### config.mk
export PLATFORM = sky130hd
export DESIGN_NAME = erx_deframer
export DESIGN_NICKNAME = d
export VERILOG_FILES = /design/src/rtl/erx_deframer.sv
export SDC_FILE = /design/constraint.sdc
export NUM_CORES = 2
export LEC_CHECK = 0
export ABC_CLOCK_PERIOD_IN_PS = 44100
export CAP_MARGIN = 25
export CORE_ASPECT_RATIO = 1.25
export CORE_UTILIZATION = 55
export CTS_CLUSTER_SIZE = 16
export DETAILED_ROUTE_END_ITERATION = 8
export PLACE_DENSITY = 0.84
export SLEW_MARGIN = 5
export SYNTH_ARGS = -nofsm -noshare
export SYNTH_HDL_FRONTEND = slang
export SYNTH_SLANG_ARGS = --single-unit
export TNS_END_PERCENT = 1
### constraint.sdc
create_clock -name rx_lclk_div4 -period 44.1 [get_ports rx_lclk_div4]
set_input_delay 11.025 -clock rx_lclk_div4 [delete_from_list [all_inputs] [get_ports rx_lclk_div4]]
set_output_delay 11.025 -clock rx_lclk_div4 [all_outputs]
set_load 0.01 [all_outputs]
### src/rtl/erx_deframer.sv
// eLink receive deframer: finds packet starts on any byte lane, assembles 104-bit
// transactions and queues them in a small FIFO. Define ERX_DEFRAMER_BURST_EN for burst beats.
module erx_deframer #(
  parameter int unsigned FIFO_DEPTH  = 4,
  parameter int unsigned WAIT_THRESH = 2
) (
  input  logic         rx_lclk_div4,
  input  logic         nreset,
  input  logic [7:0]   rx_frame_par,
  input  logic [63:0]  rx_data_par,
  output logic         out_access,
  output logic [103:0] out_packet,
  input  logic         out_wait,
  output logic         rx_wr_wait,
  output logic [7:0]   err_count
);

  localparam int unsigned PKT_W     = 104;
  localparam int unsigned AW        = (FIFO_DEPTH > 1) ? $clog2(FIFO_DEPTH) : 1;
  localparam int unsigned CW        = AW + 1;
  localparam int unsigned HDR_BYTES = 13;
`ifdef ERX_DEFRAMER_BURST_EN
  localparam int unsigned BEAT_BYTES = 8;
`endif

  typedef enum logic [1:0] {IDLE, COLLECT, TAIL} state_t;

  state_t           state_q, state_d;
  logic [3:0]       cnt_q, cnt_d;
  logic [PKT_W-1:0] shreg_q, shreg_d;
  logic [7:0]       frame_q;
  logic [63:0]      data_q;
  logic             prev_frame_q;
  logic [8:0]       fr_c;
  logic [7:0]       byte_c;
  logic             push_c;
  logic [PKT_W-1:0] push_pkt_c;
  logic [3:0]       err_inc_c;
`ifdef ERX_DEFRAMER_BURST_EN
  logic [7:0]       ctrl_q, ctrl_d;
  logic [31:0]      dst_q, dst_d;
`endif

  // Frame bits with the last lane of the previous word prepended (lane 8 = preceding byte of lane 7)
  assign fr_c = {prev_frame_q, frame_q};

  // Per-byte FSM, unrolled over lanes 7 (earliest) down to 0
  always_comb begin
    state_d    = state_q;
    cnt_d      = cnt_q;
    shreg_d    = shreg_q;
    byte_c     = '0;
    push_c     = 1'b0;
    push_pkt_c = '0;
    err_inc_c  = '0;
`ifdef ERX_DEFRAMER_BURST_EN
    ctrl_d     = ctrl_q;
    dst_d      = dst_q;
`endif
    for (int i = 7; i >= 0; i--) begin
      byte_c = data_q[8*i +: 8];
      case (state_d)
        IDLE: begin
          if (fr_c[i] && !fr_c[i+1]) begin
            shreg_d = {shreg_d[PKT_W-9:0], byte_c};
            cnt_d   = 4'd1;
            state_d = COLLECT;
          end
        end
        COLLECT: begin
          if (fr_c[i]) begin
            shreg_d = {shreg_d[PKT_W-9:0], byte_c};
            if (cnt_d == 4'(HDR_BYTES - 1)) begin
              // Stream order is ctrl, dst, data, src (MSB first); output packs src at the top
              push_c     = 1'b1;
              push_pkt_c = {shreg_d[31:0], shreg_d[63:32], shreg_d[95:64], shreg_d[103:96]};
`ifdef ERX_DEFRAMER_BURST_EN
              ctrl_d     = shreg_d[103:96];
              dst_d      = shreg_d[95:64];
`endif
              cnt_d      = '0;
              state_d    = TAIL;
            end else begin
              cnt_d = cnt_d + 4'd1;
            end
          end else begin
            err_inc_c = err_inc_c + 4'd1;
            cnt_d     = '0;
            state_d   = IDLE;
          end
        end
        TAIL: begin
          if (fr_c[i]) begin
`ifdef ERX_DEFRAMER_BURST_EN
            shreg_d = {shreg_d[PKT_W-9:0], byte_c};
            if (cnt_d == 4'(BEAT_BYTES - 1)) begin
              dst_d      = dst_d + 32'd8;
              push_c     = 1'b1;
              push_pkt_c = {shreg_d[31:0], shreg_d[63:32], dst_d, ctrl_d};
              cnt_d      = '0;
            end else begin
              cnt_d = cnt_d + 4'd1;
            end
`else
            // cnt doubles as an "overstay already counted" flag
            if (cnt_d == 4'd0) begin
              err_inc_c = err_inc_c + 4'd1;
              cnt_d     = 4'd1;
            end
`endif
          end else begin
`ifdef ERX_DEFRAMER_BURST_EN
            if (cnt_d != 4'd0) err_inc_c = err_inc_c + 4'd1;
`endif
            cnt_d   = '0;
            state_d = IDLE;
          end
        end
        default: state_d = IDLE;
      endcase
    end
  end

  // Input word register and deframer state
  always_ff @(posedge rx_lclk_div4 or negedge nreset) begin
    if (!nreset) begin
      state_q      <= IDLE;
      cnt_q        <= '0;
      shreg_q      <= '0;
      frame_q      <= '0;
      data_q       <= '0;
      prev_frame_q <= 1'b0;
`ifdef ERX_DEFRAMER_BURST_EN
      ctrl_q       <= '0;
      dst_q        <= '0;
`endif
    end else begin
      state_q      <= state_d;
      cnt_q        <= cnt_d;
      shreg_q      <= shreg_d;
      frame_q      <= rx_frame_par;
      data_q       <= rx_data_par;
      prev_frame_q <= frame_q[0];
`ifdef ERX_DEFRAMER_BURST_EN
      ctrl_q       <= ctrl_d;
      dst_q        <= dst_d;
`endif
    end
  end

  logic [PKT_W-1:0] mem_q [FIFO_DEPTH];
  logic [AW-1:0]    wr_ptr_q, rd_ptr_q, rd_ptr_d;
  logic [CW-1:0]    count_q, count_d;
  logic             pop_c, full_c, wr_c, drop_c;
  logic [PKT_W-1:0] head_c;
  logic [8:0]       err_sum_c;
  logic [7:0]       err_d;

  assign pop_c     = out_access && !out_wait;
  assign full_c    = (count_q == CW'(FIFO_DEPTH));
  assign wr_c      = push_c && (!full_c || pop_c);
  assign drop_c    = push_c && full_c && !pop_c;
  assign rd_ptr_d  = pop_c ? rd_ptr_q + AW'(1) : rd_ptr_q;
  assign count_d   = count_q + CW'(wr_c) - CW'(pop_c);
  assign err_sum_c = 9'(err_count) + 9'(err_inc_c) + 9'(drop_c);
  assign err_d     = err_sum_c[8] ? 8'hFF : err_sum_c[7:0];

  // Next head: bypass the entry being written when it lands at the new read pointer
  always_comb begin
    head_c = mem_q[rd_ptr_d];
    if (wr_c && (wr_ptr_q == rd_ptr_d)) head_c = push_pkt_c;
  end

  always_ff @(posedge rx_lclk_div4) begin
    if (wr_c) mem_q[wr_ptr_q] <= push_pkt_c;
  end

  // FIFO pointers and registered outputs
  always_ff @(posedge rx_lclk_div4 or negedge nreset) begin
    if (!nreset) begin
      wr_ptr_q   <= '0;
      rd_ptr_q   <= '0;
      count_q    <= '0;
      out_access <= 1'b0;
      out_packet <= '0;
      rx_wr_wait <= 1'b0;
      err_count  <= '0;
    end else begin
      if (wr_c) wr_ptr_q <= wr_ptr_q + AW'(1);
      rd_ptr_q   <= rd_ptr_d;
      count_q    <= count_d;
      out_access <= (count_d != '0);
      if (count_d != '0) out_packet <= head_c;
      rx_wr_wait <= (count_q >= CW'(WAIT_THRESH));
      err_count  <= err_d;
    end
  end

endmodule

# Yosys cells after proc, flatten, opt, wreduce, memory -nomap -nowiden
# Memories as Yosys holds them, arrays and structs flattened. A register that Yosys moved wholly into a read port is not among the register bits.
# Index checks and enable logic that the tools add are counted.
# Widths: inputs -> output; s select.
# totals
regBits	200
mem_bits_rw	416
output_inout_bits	114
wordCells	298
mem_count	1
# mem_list
name	depth	width	rd	rd_clocked_by_memory_dff	wr	line	source
mem_q	4	104	1	1	1	151	logic [PKT_W-1:0] mem_q [FIFO_DEPTH];
# op_classes
add_sub_neg	21
order_cmp	1
n_eq_ne	25
muxes	196
n_reduce_logical	42
# ops
operator	n
$mux 104	40
$pmux 104 s2	8
$mux 4	61
$pmux 4 s3	8
$mux 2	33
$add 4x1->4 const B	15
$pmux 4 s2	7
$pmux 2 s3	8
$eq 4x4->1 const B	8
$logic_not 4->1	8
$mux 1	29
$eq 2x1->1 const B	8
$eq 2x2->1 const B	8
$logic_not 2->1	8
$logic_and 1x1->1	12
$logic_not 1->1	12
$add 8x4->9	1
$add 9x1->9	1
$mux 8	1
$add 2x1->2 const B	2
$add 3x1->3	1
$eq 3x3->1 const B	1
$ge 3x2->1 const B	1
$reduce_bool 3->1	1
3 further kinds	3

# Longest topological paths before layout
# logic_depth
word_depth	36
ltp_mapped	71
ltp_nobuf	60

# Worst setup path before layout
# OpenSTA, ideal clock, no wires.
# synth_timing
kind	input -> register
from	input out_wait
to	memory mem_q[0][0] (enable)
setup_time_ps	475
t_arrival_ps	14088
t_required_ps	43625
setup_slack_ps	29537
cell_stages	4
path_buffers	0
path_cell_list	nor2b_1 > nor4_1 > nor2_1 > and2_1
# synth_between
elab_chain_len	6
# synth_rtl
element	line	source
from (decl)	13	input logic out_wait,
$logic_not 1->1	159	assign pop_c = out_access && !out_wait;
$logic_and 1x1->1	159	
$logic_or 1x1->1	161	assign wr_c = push_c && (!full_c || pop_c);
$logic_and 1x1->1	161	
$mux 1	175	if (wr_c) mem_q[wr_ptr_q] <= push_pkt_c;
$mux 1 (implied by the code)	175	
to (decl)	151	
# No other way between the ends.

# Final worst setup path
# layout_timing
from	register state_q[1]
to	register out_packet[88] (read register of mem_q)
# layout_between
elab_chain_len	34
# layout_rtl
element	line	source
from (decl)	28	state_t state_q, state_d;
from (signal assigned)	138	state_q <= state_d;
$eq 2x2->1, or another cell as far along	62	case (state_d)
$pmux 4 s3	62	
$add 4x1->4, or another cell as far along	84	cnt_d = cnt_d + 4'd1;
$mux 4 (on tied branches)	73, 106	
$mux 4 (on tied branches)	71, 93	
$pmux 4 s3	62	
$add 4x1->4, or another cell as far along	84	
$mux 4 (on tied branches)	73, 106	
[19 not listed]	n/a	
$mux 1	73	if (cnt_d == 4'(HDR_BYTES - 1)) begin
$mux 1	71	if (fr_c[i]) begin
$mux 1 *	62	
$logic_and 1x1->1 *	161	
$add 3x1->3 *	164	assign count_d = count_q + CW'(wr_c) - CW'(pop_c);
$sub 3x1->3 *	164	
via count_d[2]	153	logic [CW-1:0] count_q, count_d;
$reduce_bool 3->1 *	193	if (count_d != '0) out_packet <= head_c;
to (decl)	12	output logic [103:0] out_packet,
# The timed path passes the listed nets; every way through them passes the cells marked *.
# A chain may end at the register's enable or synchronous reset.

==> impl_metrics.csv <==
group,metric,value,unit
run_status,status,"complete, but fails checks",
run_status,violations,"design-rule violations",
placement,port_buffers,188,
die,core,76070,um^2
global_routing,grt_usage,0.3459,
final_layout,drive_above_1_share,0.1172,
setup_path,critPathMaxStageDelay,0.84,ns
logic_synthesis,synth_edf_count,416,
die,initial_core_util,0.5553,
final_layout,nets,3804,
clock_network,cts_buffer_depth,3,
routing,drtIter0Drc,6139,
logic_synthesis,avgSynthCellArea,11.29,um^2
clock_network,htree_levels,3,
power_and_ir_drop,internal-power,1.997,mW
die,ioPinCount,189,
sta,tightest_slew,1.209,ns
power_and_ir_drop,p_leak,17.42,nW
final_layout,synthToLayoutAreaGrowth,10.56,%
setup_path,cp_slowest_cell,"a311o_2",
sta,max_clock_freq,60.74,MHz
clock_network,cts_hold_buffers,0,
logic_synthesis,synth.net_count,3885,
logic_synthesis,synth.ff_latch_count,712,
logic_synthesis,ys_top_cells_by_count,"a211oi_1, edfxtp_1, clkbuf_1",
final_layout,antennaDiodeCount,0,
power_and_ir_drop,swShare,0.4699,
final_layout,utilization,0.6140,
sta,final-hold-violation-count,0,
logic_synthesis,yosysTopAreaCell,"edfxtp_1",
power_and_ir_drop,clkPwrFrac,0.160,
sta,slew_viol_final,0,
clock_network,cts_tree,"built",
sta,slew_headroom,0.1938,
setup_path,rr_startpoint,"state_q[1]",
logic_synthesis,seq_area_frac_synth,0.4711,
logic_synthesis,async_flop_share,0.4157,
sta,period_share,0.3733,
power_and_ir_drop,pwr-share-comb,0.604,
setup_path,crit_start,"state_q[1]",
die,fp.dieW,249.9,um
clock_network,cts_root_buffer,"clkbuf_16",
die,die_h,311.8,um
logic_synthesis,synth.cell_area,42240,um^2
logic_synthesis,synth.most_common_cell,"a211oi_1",
placement,globalplace.congestion,0.9312,
worst_hold_path,hp-class,"register to register",
routing,vias,36857,
clock_network,numCtsBuffers,70,
global_routing,grt_pass1_vias,36394,
worst_hold_path,holdCritStartpoint,"out_packet[100]",
power_and_ir_drop,vdd_ir_drop_max,0.00005874,V
clock_network,clk_pin_slew_worst_paths,0.06,ns
logic_synthesis,synth_ff_type,"edfxtp_1",
setup_path,reg2reg_slack,27.64,ns
setup_path,ff2ff_path_depth,56,
logic_synthesis,synth_top_cell_area_share,0.2957,
global_routing,grt_max_degree,202,
global_routing,antenna_found_initial,2,
die,fp-row-count,113,
global_routing,grt_pass1_wl,211800,um
final_layout,final_cell_count_no_fill,4690,
logic_synthesis,yosysWarnings,0,
sta,setup_viol,0,
setup_path,start_kind,"register",
clock_network,clock-sinks,712,
routing,antenna_left,0,
setup_path,crit_type,"register to register",
placement,hpwl,80990,um
routing,via_per_inst,7.859,
logic_synthesis,netlist_instances,3741,
global_routing,grt_overflow_total,0,
routing,finalWirelength,137400,um
sta,skew,0.02785,ns
die,die_area,77920,um^2
power_and_ir_drop,power.density,80.68,nW/um^2
logic_synthesis,synth_top_cells_by_area,"edfxtp_1, dfrtp_1, a211oi_1",
setup_path,cp-end-kind,"register",
logic_synthesis,ys_types,92,
clock_network,post_cts_resized,0,
flow_run,drv_cap,0,
setup_path,worst_path_most_repeated_cell,"ha_1",
clock_network,clkLatencyLatePin,0.65,ns
routing,firstDrtPassIters,9,
setup_path,required,44.61,ns
sta,rsz0062_at_grt,"false",
sta,tns,0,ns
setup_path,cp.arrival,16.98,ns
power_and_ir_drop,seqPwrFrac,0.237,
setup_path,reg2reg_to,"out_packet[88]",
clock_network,cts_setup_buffers,0,
sta,period_minus_slack,16.46,ns
setup_path,endpoint,"out_packet[88]",
routing,drc,4,
power_and_ir_drop,total_power,3.768,mW
placement,dp_cells,4563,
routing,wl_per_cell,29.29,um
setup_path,critPathMaxFanout,201,
power_and_ir_drop,p_sw,1.771,mW
flip-flops by register name, indices dropped and copies added, names as in the netlist:
signal        count
out_packet      104
frame_q           8
rd_ptr_q          2
err_count         8
out_access        1
shreg_q          96
prev_frame_q      1
data_q           64
wr_ptr_q          2
state_q           2
cnt_q             4
count_q           3
mem_q           416
rx_wr_wait        1
power groups by stage:
stage                     clock [mW]  combinational [mW]  sequential (mW)
after global routing           0.629                2.41            0.897
final                          0.601                2.27            0.893
after global placement             0                2.13            0.898
after detailed placement           0                2.18            0.898
after CTS                      0.603                2.20            0.885
after floorplan                    0                1.60            0.882
final cells by class:
class	count	area (um^2)
fill	5786	29360
multi-input combinational	2563	20700
sequential	712	19900
timing repair buffer	242	2375
clock buffer	100	2007
tap	977	1222
inverter	71	267.8
clock inverter	25	235.2
worst max-delay path, delay by kind of cell, from the launching register on:
kind	cells	cell delay, ns
compound gates	17	5.46
xor+xnor	1	0.16
fa+ha+maj	11	3.59
buf+inv	11	3.05
flops	1	0.41
simple gates	16	3.36
worst min path at each step:
| stage | to | slack [ns] | cells past startpoint |
|---|---|---|---|
| 2_1_floorplan | prev_frame_q | 0.35 | 0 |
| 3_3_place_gp | out_packet[56] | 0.49 | 1 |
| 3_5_place_dp | shreg_q[2] | 0.50 | 1 |
| 4_1_cts | out_packet[100] | 0.52 | 1 |
| 5_1_grt | out_packet[53] | 0.53 | 1 |
| 6_report | out_packet[100] | 0.51 | 1 |
logic make-up after synthesis:
family,Yosys count,share of synthesized area
multiplexers,226,0.09271
adder cells (fa/ha/maj),69,0.02097
AO/OA/AOI/OAI,1703,0.2987
XOR/XNOR,9,0.001866
AND/OR/NAND/NOR,556,0.07053
buffers and inverters,466,0.04413
flip-flops,712,0.4711
placed cells by master, fill, tap and decap left out, types with 9 or more instances in the layout:
master           count
a211oi_1           463
a21oi_1            143
a221o_1            106
a221oi_1            31
a22o_1             228
a22oi_1            276
a31oi_1             15
and2_1              13
and3_1              90
buf_4               46
clkbuf_1            18
clkbuf_16           72
clkbuf_8            10
clkdlybuf4s50_1    187
clkinv_2             9
dfrtp_1            296
edfxtp_1           416
ha_1                66
inv_1               69
mux2_2              60
mux2_4              49
mux2i_1              9
mux4_2             106
nand2_1            111
nand2b_1            10
nand3_1             29
nor2_1              71
nor2b_1            132
nor3_1              37
o21ai_0             80
o22ai_1            251
metal layers:
metal  GRT usage  share of wire
met1      0.4314           0.34
met2      0.5565           0.47
met3     0.08787           0.13
met4      0.1777          0.066
met5           0       0.000087
per-stage QoR:
stage / setup slack [ns] / hold WS [ns] / cell area (um^2)
finish: 27.64 / 0.5100 / 46700
floorplan: 29.54 / 0.3519 / 42240
CTS: 27.84 / 0.5160 / 46670
global route: 26.36 / 0.5315 / 46700
global placement: 28.37 / 0.4943 / 44400
detailed placement: 27.95 / 0.4976 / 44430
(Power assumes the default switching activity.)
